**src/rtl/pic_cascade_master.sv**
```systemverilog
// Master-side cascade / INTA sequencer for an 8259A-compatible PIC.
// Runs the two-pulse 8086 acknowledge sequence. It drives the slave ID on CAS
// when the acknowledged IR has a slave attached. Otherwise it drives the
// vector byte itself during the second INTA pulse.
module pic_cascade_master #(
    parameter int VEC_W = 8
) (
    input  logic             clk,
    input  logic             rst,
    input  logic             inta_n,
    input  logic             int_req,
    input  logic [2:0]       int_level,
    input  logic             sp_en_n,
    input  logic             cascade_en,
    input  logic [7:0]       slave_mask,
    input  logic [4:0]       vector_base,
    output logic [2:0]       cas,
    output logic             cas_oe,
    output logic [VEC_W-1:0] data_out,
    output logic             data_oe,
    output logic             isr_set,
    output logic [2:0]       isr_level,
    output logic             busy
);

    typedef enum logic [1:0] {
        IDLE,
        ACK1,
        GAP,
        ACK2
    } state_t;

    state_t           state_q, state_d;
    logic             inta_q, inta_d;
    logic             armed_q, armed_d;
    logic             to_slave_q, to_slave_d;
    logic [2:0]       isr_level_q, isr_level_d;
    logic [2:0]       cas_q, cas_d;
    logic             cas_oe_q, cas_oe_d;
    logic [VEC_W-1:0] data_out_q, data_out_d;
    logic             data_oe_q, data_oe_d;
    logic             isr_set_c;

    logic             act;
    logic             fall;
    logic             rise;
    logic [2:0]       lvl;
    logic [7:0]       vec8;
    logic [VEC_W-1:0] vec_w;

    // The vector byte is {T7..T3, level}. It is widened or truncated to
    // VEC_W, and any extra upper bits are zero.
    assign vec8 = {vector_base, isr_level_q};

    genvar gi;
    generate
        for (gi = 0; gi < VEC_W; gi++) begin : g_vec
            if (gi < 8) begin : g_bit
                assign vec_w[gi] = vec8[gi];
            end else begin : g_pad
                assign vec_w[gi] = 1'b0;
            end
        end
    endgenerate

    // Next-state and edge logic. armed_q blocks a "fall" until inta_n has been
    // seen high after reset. This prevents a phantom acknowledge when INTA is
    // already low at reset release.
    always_comb begin
        state_d     = state_q;
        inta_d      = inta_n;
        armed_d     = armed_q | inta_n;
        to_slave_d  = to_slave_q;
        isr_level_d = isr_level_q;
        cas_d       = cas_q;
        data_out_d  = '0;
        data_oe_d   = 1'b0;
        isr_set_c   = 1'b0;

        act      = sp_en_n & cascade_en;
        cas_oe_d = act;
        fall     = armed_q & inta_q & ~inta_n;
        rise     = ~inta_q & inta_n;
        lvl      = int_req ? int_level : 3'd7;

        if (!sp_en_n) begin
            // Slave role: the block is inert. Leaving master role mid-sequence
            // drops everything back to the idle picture.
            state_d     = IDLE;
            to_slave_d  = 1'b0;
            isr_level_d = 3'd0;
            cas_d       = 3'd0;
        end else begin
            case (state_q)
                IDLE: begin
                    cas_d = 3'd0;
                    if (fall) begin
                        isr_level_d = lvl;
                        to_slave_d  = act & slave_mask[lvl];
                        cas_d       = (act & slave_mask[lvl]) ? lvl : 3'd0;
                        isr_set_c   = 1'b1;
                        state_d     = ACK1;
                    end
                end
                ACK1: begin
                    if (rise) begin
                        state_d = GAP;
                    end
                end
                GAP: begin
                    // The wait for the second INTA has no timeout.
                    if (fall) begin
                        state_d = ACK2;
                        if (!to_slave_q) begin
                            data_oe_d  = 1'b1;
                            data_out_d = vec_w;
                        end
                    end
                end
                ACK2: begin
                    if (rise) begin
                        state_d = IDLE;
                        cas_d   = 3'd0;
                    end else if (!to_slave_q && !inta_n) begin
                        data_oe_d  = 1'b1;
                        data_out_d = vec_w;
                    end
                end
                default: begin
                    state_d = IDLE;
                    cas_d   = 3'd0;
                end
            endcase
        end
    end

    // State and output registers.
    always_ff @(posedge clk) begin
        if (rst) begin
            state_q     <= IDLE;
            inta_q      <= 1'b1;
            armed_q     <= 1'b0;
            to_slave_q  <= 1'b0;
            isr_level_q <= 3'd0;
            cas_q       <= 3'd0;
            cas_oe_q    <= 1'b0;
            data_out_q  <= '0;
            data_oe_q   <= 1'b0;
        end else begin
            state_q     <= state_d;
            inta_q      <= inta_d;
            armed_q     <= armed_d;
            to_slave_q  <= to_slave_d;
            isr_level_q <= isr_level_d;
            cas_q       <= cas_d;
            cas_oe_q    <= cas_oe_d;
            data_out_q  <= data_out_d;
            data_oe_q   <= data_oe_d;
        end
    end

    // isr_set and isr_level must be valid in the same cycle the first fall is
    // detected, so they bypass the registers while that fall is seen.
    assign isr_set   = isr_set_c & ~rst;
    assign isr_level = isr_set ? isr_level_d : isr_level_q;
    assign cas       = cas_q;
    assign cas_oe    = cas_oe_q;
    assign data_out  = data_out_q;
    assign data_oe   = data_oe_q;
    assign busy      = (state_q != IDLE);

endmodule

```
**config.mk**
```make
export PLATFORM = sky130hd
export DESIGN_NAME = pic_cascade_master
export DESIGN_NICKNAME = d
export VERILOG_FILES = /design/src/rtl/pic_cascade_master.sv
export SDC_FILE = /design/constraint.sdc
export NUM_CORES = 1
export LEC_CHECK = 0
export CORE_UTILIZATION = 35
export DETAILED_ROUTE_END_ITERATION = 10
export PLACE_DENSITY_LB_ADDON = 0.15
export SYNTH_ARGS = -nofsm -noshare
export SYNTH_HDL_FRONTEND = slang
export SYNTH_SLANG_ARGS = --single-unit
```
**constraint.sdc**
```tcl
create_clock -name clk -period 2.6 [get_ports clk]
set_clock_uncertainty 0.05 [all_clocks]
set_input_delay 0.52 -clock clk [delete_from_list [all_inputs] [get_ports clk]]
set_output_delay 0.52 -clock clk [all_outputs]
set_load 0.005 [all_outputs]
```
==> reports/metrics.yaml <==
min_period_ns: 2.45
dr.pass1.iters: 3
antenna_found_initial: 0
fin_crit_sh: 0.942
grt_overflow: 0
endpoint: "isr_set"
stdcell_count: 180
routed_wl_um: 2000
dp.final_hpwl_um: 1600
drt-vias-per-instance: 4.76
die_area_sq_um: 2920
gp_congestion: 0.721
hold-worst-slack_ns: 0.406
finalSetupViolations: 0
p_seq_frac: 0.566
clkPwrFrac: 0.269
r2r_start: "state_q[1]"
p_int_w: 0.000445
p_per_area_nw_per_um2: 395
finalMaxSlewViolations: 0
grt_pass1_vias: 785
grtUsageTotal: 0.160
timing.max_cap.violations: 0
numCtsBuffers: 3
vias: 856
grt_pass1_wl_um: 3310
yosysWarnings: 0
htree_levels: 1
syn_area_sq_um: 948
rsz0062_at_grt: "no"
critPathArrivalTime_ns: 1.88
cp_max_fo: 7
yosysTopAreaCell: "dfxtp_1"
synth_ff_type: "dfxtp_1"
fin_area_sq_um: 1480
clock_latency_ns: 0.30
r2r_end: "cas[2]"
drc: 0
ys_ff_latch: 21
cp-end-kind: "output port"
dr.first_iter.drc_count: 8
cts_buffer_depth: 2
place_area_sq_um: 1400
hold_viol: 0
syn_avg_cell_area_sq_um: 9.30
synth.top_cell.area_share: 0.443
ys_seq_area_frac: 0.443
area.growth.synth_to_final_pct: 55.9
chipWidth_um: 54.1
fmax_mhz: 408
worst_slew_pin_slew_ns: 0.500
cellLeakagePower_nw: 0.641
dieHeight_um: 54.1
start_util: 0.376
pin_count: 40
ir_drop_mv: 0.246
synth.area.top_cells: "dfxtp_1 44%, ha_1 6.6%, nand2_1 6.3%"
grt_max_degree: 13
clk_pin_slew_ns: 0.12
portBuffers: 39
synth_cell_type_count: 27
syn-num-nets: 129
hold_depth: 2
power_w: 0.000584
final_antenna_net_count: 0
syn_inst: 102
reg2reg_setup_slack_ns: 0.82
placedCellCount: 174
cts-root-buf: "clkbuf_4"
drive_gt1_frac: 0.167
r2r_cells: 9
fp-row-count: 18
startpoint: "inta_n"
comb_power_share: 0.165
status: "finished, final reports clean"
synth_edf_count: 0
cp-start-kind: "primary input"
hold_buffers: 0
slew_headroom: 0.665
post_drt_wl_per_cell_um: 11.1
critical_path_class: "primary input to output port"
swShare: 0.239
ys_async_sr_fraction: 0
p_sw_w: 0.000140
cts_tree: "done"
min_path_type: "flop to flop"
worstPathRequired_ns: 2.03
diodes: 0
nets: 178
core_area_sq_um: 2520
cts_sinks: 21
## power by group through the flow
stage | clock, W | sequential, W | combinational (W)
global placement | 0 | 0.000338 | 0.0000908
detailed placement | 0 | 0.000338 | 0.0000920
global route | 0.000182 | 0.000332 | 0.000105
finish | 0.000157 | 0.000331 | 0.0000962
CTS | 0.000170 | 0.000331 | 0.0000952
floorplan | 0 | 0.000337 | 0.0000381
## cell usage in the layout, fill, tap and decap left out, types with 2 or more instances in the layout
master           instances
dlymetal6s2s_1           3
clkdlybuf4s50_1         36
nor2_1                   7
mux2i_1                  2
and2_1                   9
inv_1                    4
nand2_1                 15
o21ai_0                  3
dfxtp_1                 19
ha_1                     4
a211oi_1                 4
dfxtp_2                  2
nor2b_1                  4
o21ai_1                  6
a31oi_1                  2
buf_4                    7
clkbuf_4                 3
inv_2                    2
## timing repair
action | in CTS | in global routing
setup buffers | 1 | 1
endpoints found under the setup margin | 3 | 3
pin swaps | 2 | 0
gates resized for setup | 8 | 8
## routing by layer
| layer | global-route usage | vias up | share of wire | routed length (um) |
|---|---|---|---|---|
| met5 | 0 | - | 0 | 0 |
| li1 | - | 443 | - | - |
| met1 | 0.193 | 384 | 0.48 | 956 |
| met2 | 0.259 | 24 | 0.45 | 908 |
| met4 | 0.0897 | 0 | 0.020 | 41 |
| met3 | 0.0367 | 5 | 0.047 | 95 |
## state kept, by name, indices dropped and copies added, names as in the netlist
register     flops
inta_q           1
cas_oe           1
cas              3
data_oe          1
state_q          2
to_slave_q       1
data_out         8
armed_q          1
isr_level_q      3
## worst min path at each step
stage	slack (ns)	endpoint	startpoint
floorplan	0.39	cas[1]	cas[1]
finish	0.41	cas[1]	cas[1]
CTS	0.41	cas[1]	cas[1]
global route	0.43	cas[1]	cas[1]
global placement	0.39	cas[1]	cas[1]
detailed placement	0.39	cas[1]	cas[1]
## layout make-up
| class | count | area, sq um |
|---|---|---|
| clock buffer | 3 | 22.5 |
| clock inverter | 1 | 5.00 |
| fill | 240 | 1040 |
| inverter | 6 | 22.5 |
| multi-input combinational | 73 | 518 |
| sequential | 21 | 423 |
| tap | 30 | 37.5 |
| timing repair buffer | 46 | 450 |
## synthesized netlist by cell type (all sizes together), types with 2 or more instances
cell type,instances
dfxtp,21
mux2i,2
and2,10
inv,6
ha,5
nor2b,5
o21ai,9
a31oi,2
nand2,16
and4b,2
nor2,7
a211oi,4
## through the flow
step	utilization	setup TNS, ns	setup WS (ns)
after floorplan	-	0	0.775
after global placement	0.556	-0.120	-0.0537
after detailed placement	0.556	-0.270	-0.101
after CTS	0.577	0	0.00801
after global routing	0.586	0	0.0842
final	0.586	0	0.150
## kinds of logic (layout without fill, tap and decap cells)
| family | count (synthesis) | count (layout) | synth area share |
|---|---|---|---|
| compound gates | 19 | 19 | 0.124 |
| fa+ha+maj | 5 | 5 | 0.0660 |
| buf+inv | 8 | 56 | 0.0356 |
| flops | 21 | 21 | 0.443 |
| mux | 4 | 4 | 0.0567 |
| simple gates | 45 | 45 | 0.274 |
## worst max-delay path, cell delays in order
cell and delay (ns):
clkdlybuf4s50_1 0.41, and4b_2 0.32, nand2_4 0.08, inv_1 0.06
clkdlybuf4s50_1 0.49
Note: power is estimated with default switching activity, not from simulation.
==> RTL edit 1 (same flow settings) <==
Encoding of `state_t`: now one-hot (4 bits for 4 states).
--- a/src/rtl/pic_cascade_master.sv
+++ b/src/rtl/pic_cascade_master.sv
@@ -23,11 +23,11 @@
     output logic             busy
 );
 
-    typedef enum logic [1:0] {
-        IDLE,
-        ACK1,
-        GAP,
-        ACK2
+    typedef enum logic [3:0] {
+        IDLE = 4'b0001,
+        ACK1 = 4'b0010,
+        GAP  = 4'b0100,
+        ACK2 = 4'b1000
     } state_t;
 
     state_t           state_q, state_d;
Formal check against the unedited RTL: same outputs for any inputs over 10 cycles, from zero or initial values and one cycle with rst high; not proved beyond that.
==> RTL edit 1 against the original RTL <==
The flow now finishes with violations (setup timing). Design area rose by 7.4%. Setup slack got worse by 0.25 ns. Register-to-register slack got worse by 0.04 ns. Sequential cell count rose by 2. Total power rose by 5.7%. Wire length rose by 17%. Non-clock buffer count rose by 10. Area after synthesis rose by 8.3%. Highest routed layer unchanged.
==> RTL edit 1: results <==
[logic_synthesis]
synth.net_count = 127
synthTopCellsByCount = dfxtp_1 (23), and2_1 (10), nor2_1 (10)
seq_area_frac_synth_pct = 44.8
syn_inst = 105
yosys-top-cells-area = dfxtp_1 (45%), and2_1 (6.1%), nor2_1 (3.7%), nand3_1 (3.4%), nor2b_1 (3.0%)

[critical_path]
r2r-start = state_q[2]
r2r_slack_ns = 0.78
worstReg2RegEnd = isr_level_q[2]
worst_r2r_path_depth = 5
critPathMaxFanout = 3
cp_data_arrival_time_ns = 2.13

[drt]
dr_wl_met2_mm = 1.21
routedWlPerCell_um = 12.2
drtPass1Iterations = 4
vias = 974
met3_length_um = 106
topRoutingLayerUsed = met4
viasPerCell = 5.07

[sta]
relSlewSlack_pct = 67.3
setup_viol_count_final = 2
tns_ns = -0.102
hold_ws_ns = 0.438
fin_ws_ns = -0.0984

[placement]
pre_cts_ws_ns = -0.274
dp_cells = 185

[cells_and_area]
drive_above_1_share_pct = 21.7
nets = 184
n_fill_cell = 267

[power]
p_leak_uw = 0.000597

[global_route]
grt_pass1_vias = 991
grt_pass1_wl_mm = 4.04

[worst_hold_path]
min_path_type = flop to flop

[outcome]
status = finished, violations left
violations = setup timing
-- RTL edit 1: layer usage --
layer	vias up	global-route usage, %
met1	448	18.0
li1	484	-
met2	40	29.9
met3	2	3.49
met5	-	0
met4	0	3.48
-- RTL edit 1: worst max path at each step --
| stage | endpoint | slack [ns] | startpoint |
|---|---|---|---|
| 5_1_grt | isr_level[0] | -0.18 | state_q[2] |
| 3_3_place_gp | isr_level[0] | -0.26 | rst |
| 6_report | isr_level[0] | -0.1 | state_q[2] |
| 2_1_floorplan | isr_level[0] | 0.22 | state_q[2] |
| 4_1_cts | isr_level[0] | -0.1 | state_q[2] |
| 3_5_place_dp | isr_level[2] | -0.27 | rst |
-- RTL edit 1: what timing repair did --
item                                    CTS  global route
endpoints found under the setup margin    4             2
gates resized for setup                  17             1
pin swaps                                 2             0
setup buffers                             3             0
-- RTL edit 1: stage by stage --
step / util, % / total power [uW]
after floorplan: - / 408
after global placement: 55.5 / 463
after detailed placement: 55.5 / 465
after CTS: 57.8 / 626
after global routing: 57.6 / 652
final: 57.6 / 617
-- RTL edit 1: worst max-delay path: stages (launching register included) --
cell and delay [ns]:
dfxtp_2 0.34, or4b_4 0.55, nor4_4 0.18, buf_4 0.17
buf_6 0.09, buf_6 0.08, mux2_4 0.29, buf_6 0.11
-- RTL edit 1: layout make-up --
type | count | area share [%]
repair buffers | 56 | 32.5
multi-input cells | 78 | 34.2
flip-flops and latches | 23 | 29.2
clock inverters | 1 | 0.315
clock buffers | 3 | 1.42
well taps | 31 | 2.44
-- RTL edit 1: power breakdown --
part           leakage [uW]  internal (uW)  total, uW  switching [uW]
Clock             0.0000177           57.3        159             102
Combinational      0.000392           61.1       98.2            37.1
Sequential         0.000187            357        360            3.34
Total              0.000597            476        617             142
-- RTL edit 1: logic make-up after synthesis --
group | after synthesis | synth area share, %
buffers and inverters | 4 | 3.04
xor gates and xnor gates | 2 | 1.71
and+or+nand+nor | 52 | 31.4
muxes | 6 | 8.04
DFF | 23 | 44.8
AOI/OAI and AO/OA | 18 | 11.0
==> RTL edit 2 (same settings) <==
Made on the original files. Set the parameter `VEC_W` to 12 (it was 8).
--- a/src/rtl/pic_cascade_master.sv
+++ b/src/rtl/pic_cascade_master.sv
@@ -3,7 +3,7 @@
 // when the acknowledged IR has a slave attached. Otherwise it drives the
 // vector byte itself during the second INTA pulse.
 module pic_cascade_master #(
-    parameter int VEC_W = 8
+    parameter int VEC_W = 12
 ) (
     input  logic             clk,
     input  logic             rst,
Interface: changed (resized data_out); port bits go from 40 to 44. The function was not compared with the original's and may differ.
==> RTL edit 2 against the original RTL <==
Via count rose by 0.35%. Sequential cell count did not move. Wire length rose by 6.4%. Cell count rose by 2.2%. Setup slack improved by 0.0087 ns. Global-route usage rose by 0.15 points. Total power fell by 0.28%. Combinational power rose by 1%. Area after synthesis rose by 3.6%. Design area rose by 0.51%. Die area rose by 3.4%. Non-clock buffer count did not move. Critical path type unchanged.
==> RTL edit 2: results <==
[outcome]
status = finished, final reports clean

[placement]
post_dp_cell_area_sq_um = 1430
dp_hpwl_mm = 1.72
globalplace.congestion = 0.714

[power]
vdd_drop_max_v = 0.000283
p_int_uw = 444

[cells_and_area]
clk_share_pct = 1.85
multi_input_area_share_pct = 35.4
num-multi-input-gates = 77
n_fill_cell = 245
nets = 182
buf_share_pct = 30.3

[drt]
wl_met1_um = 904
viasPerCell = 4.67
routedWlPerCell_um = 11.6
wl_mm = 2.13

[global_route]
use_met2_pct = 29.7
grt_use_total_pct = 16.1
grt.met1_usage_pct = 17.0
gr-usage-met3_pct = 5.46

[critical_path]
worst_r2r_path_depth = 6
r2r-start = state_q[0]
critPathMaxFanout = 6

[clock_network]
postCtsSetupBuffers = 0

[logic_synthesis]
seq_area_frac_synth_pct = 42.8
avgSynthCellArea_sq_um = 9.18

[die]
dieWidth_um = 55.0
-- RTL edit 2: cell count changes in the layout (fill, tap and decap cells not counted), sizes merged --
| cell | unedited run | this run |
|---|---|---|
| conb | 0 | 4 |
-- RTL edit 2: how the worst max path moves through the flow --
| stage | end |
|---|---|
| after floorplan | isr_level[0] |
| after global placement | isr_level[1] |
| after detailed placement | isr_level[1] |
| after CTS | isr_level[1] |
| after global routing | isr_set |
| final | isr_set |
-- RTL edit 2: cell families after synthesis --
family          Yosys count  synth area share, %
buf+inv                  12                 6.50
flops                    21                 42.8
compound gates           19                 12.0
other cells               1                0.382
simple gates             45                 26.5
fa+ha+maj                 5                 6.37
mux                       4                 5.48
-- RTL edit 2: power groups by stage --
stage	registers, uW	logic (uW)	clock network (uW)
floorplan	337	43.8	0
global placement	338	93.4	0
detailed placement	338	95.6	0
CTS	331	98.0	163
global route	332	107	180
finish	331	97.5	154
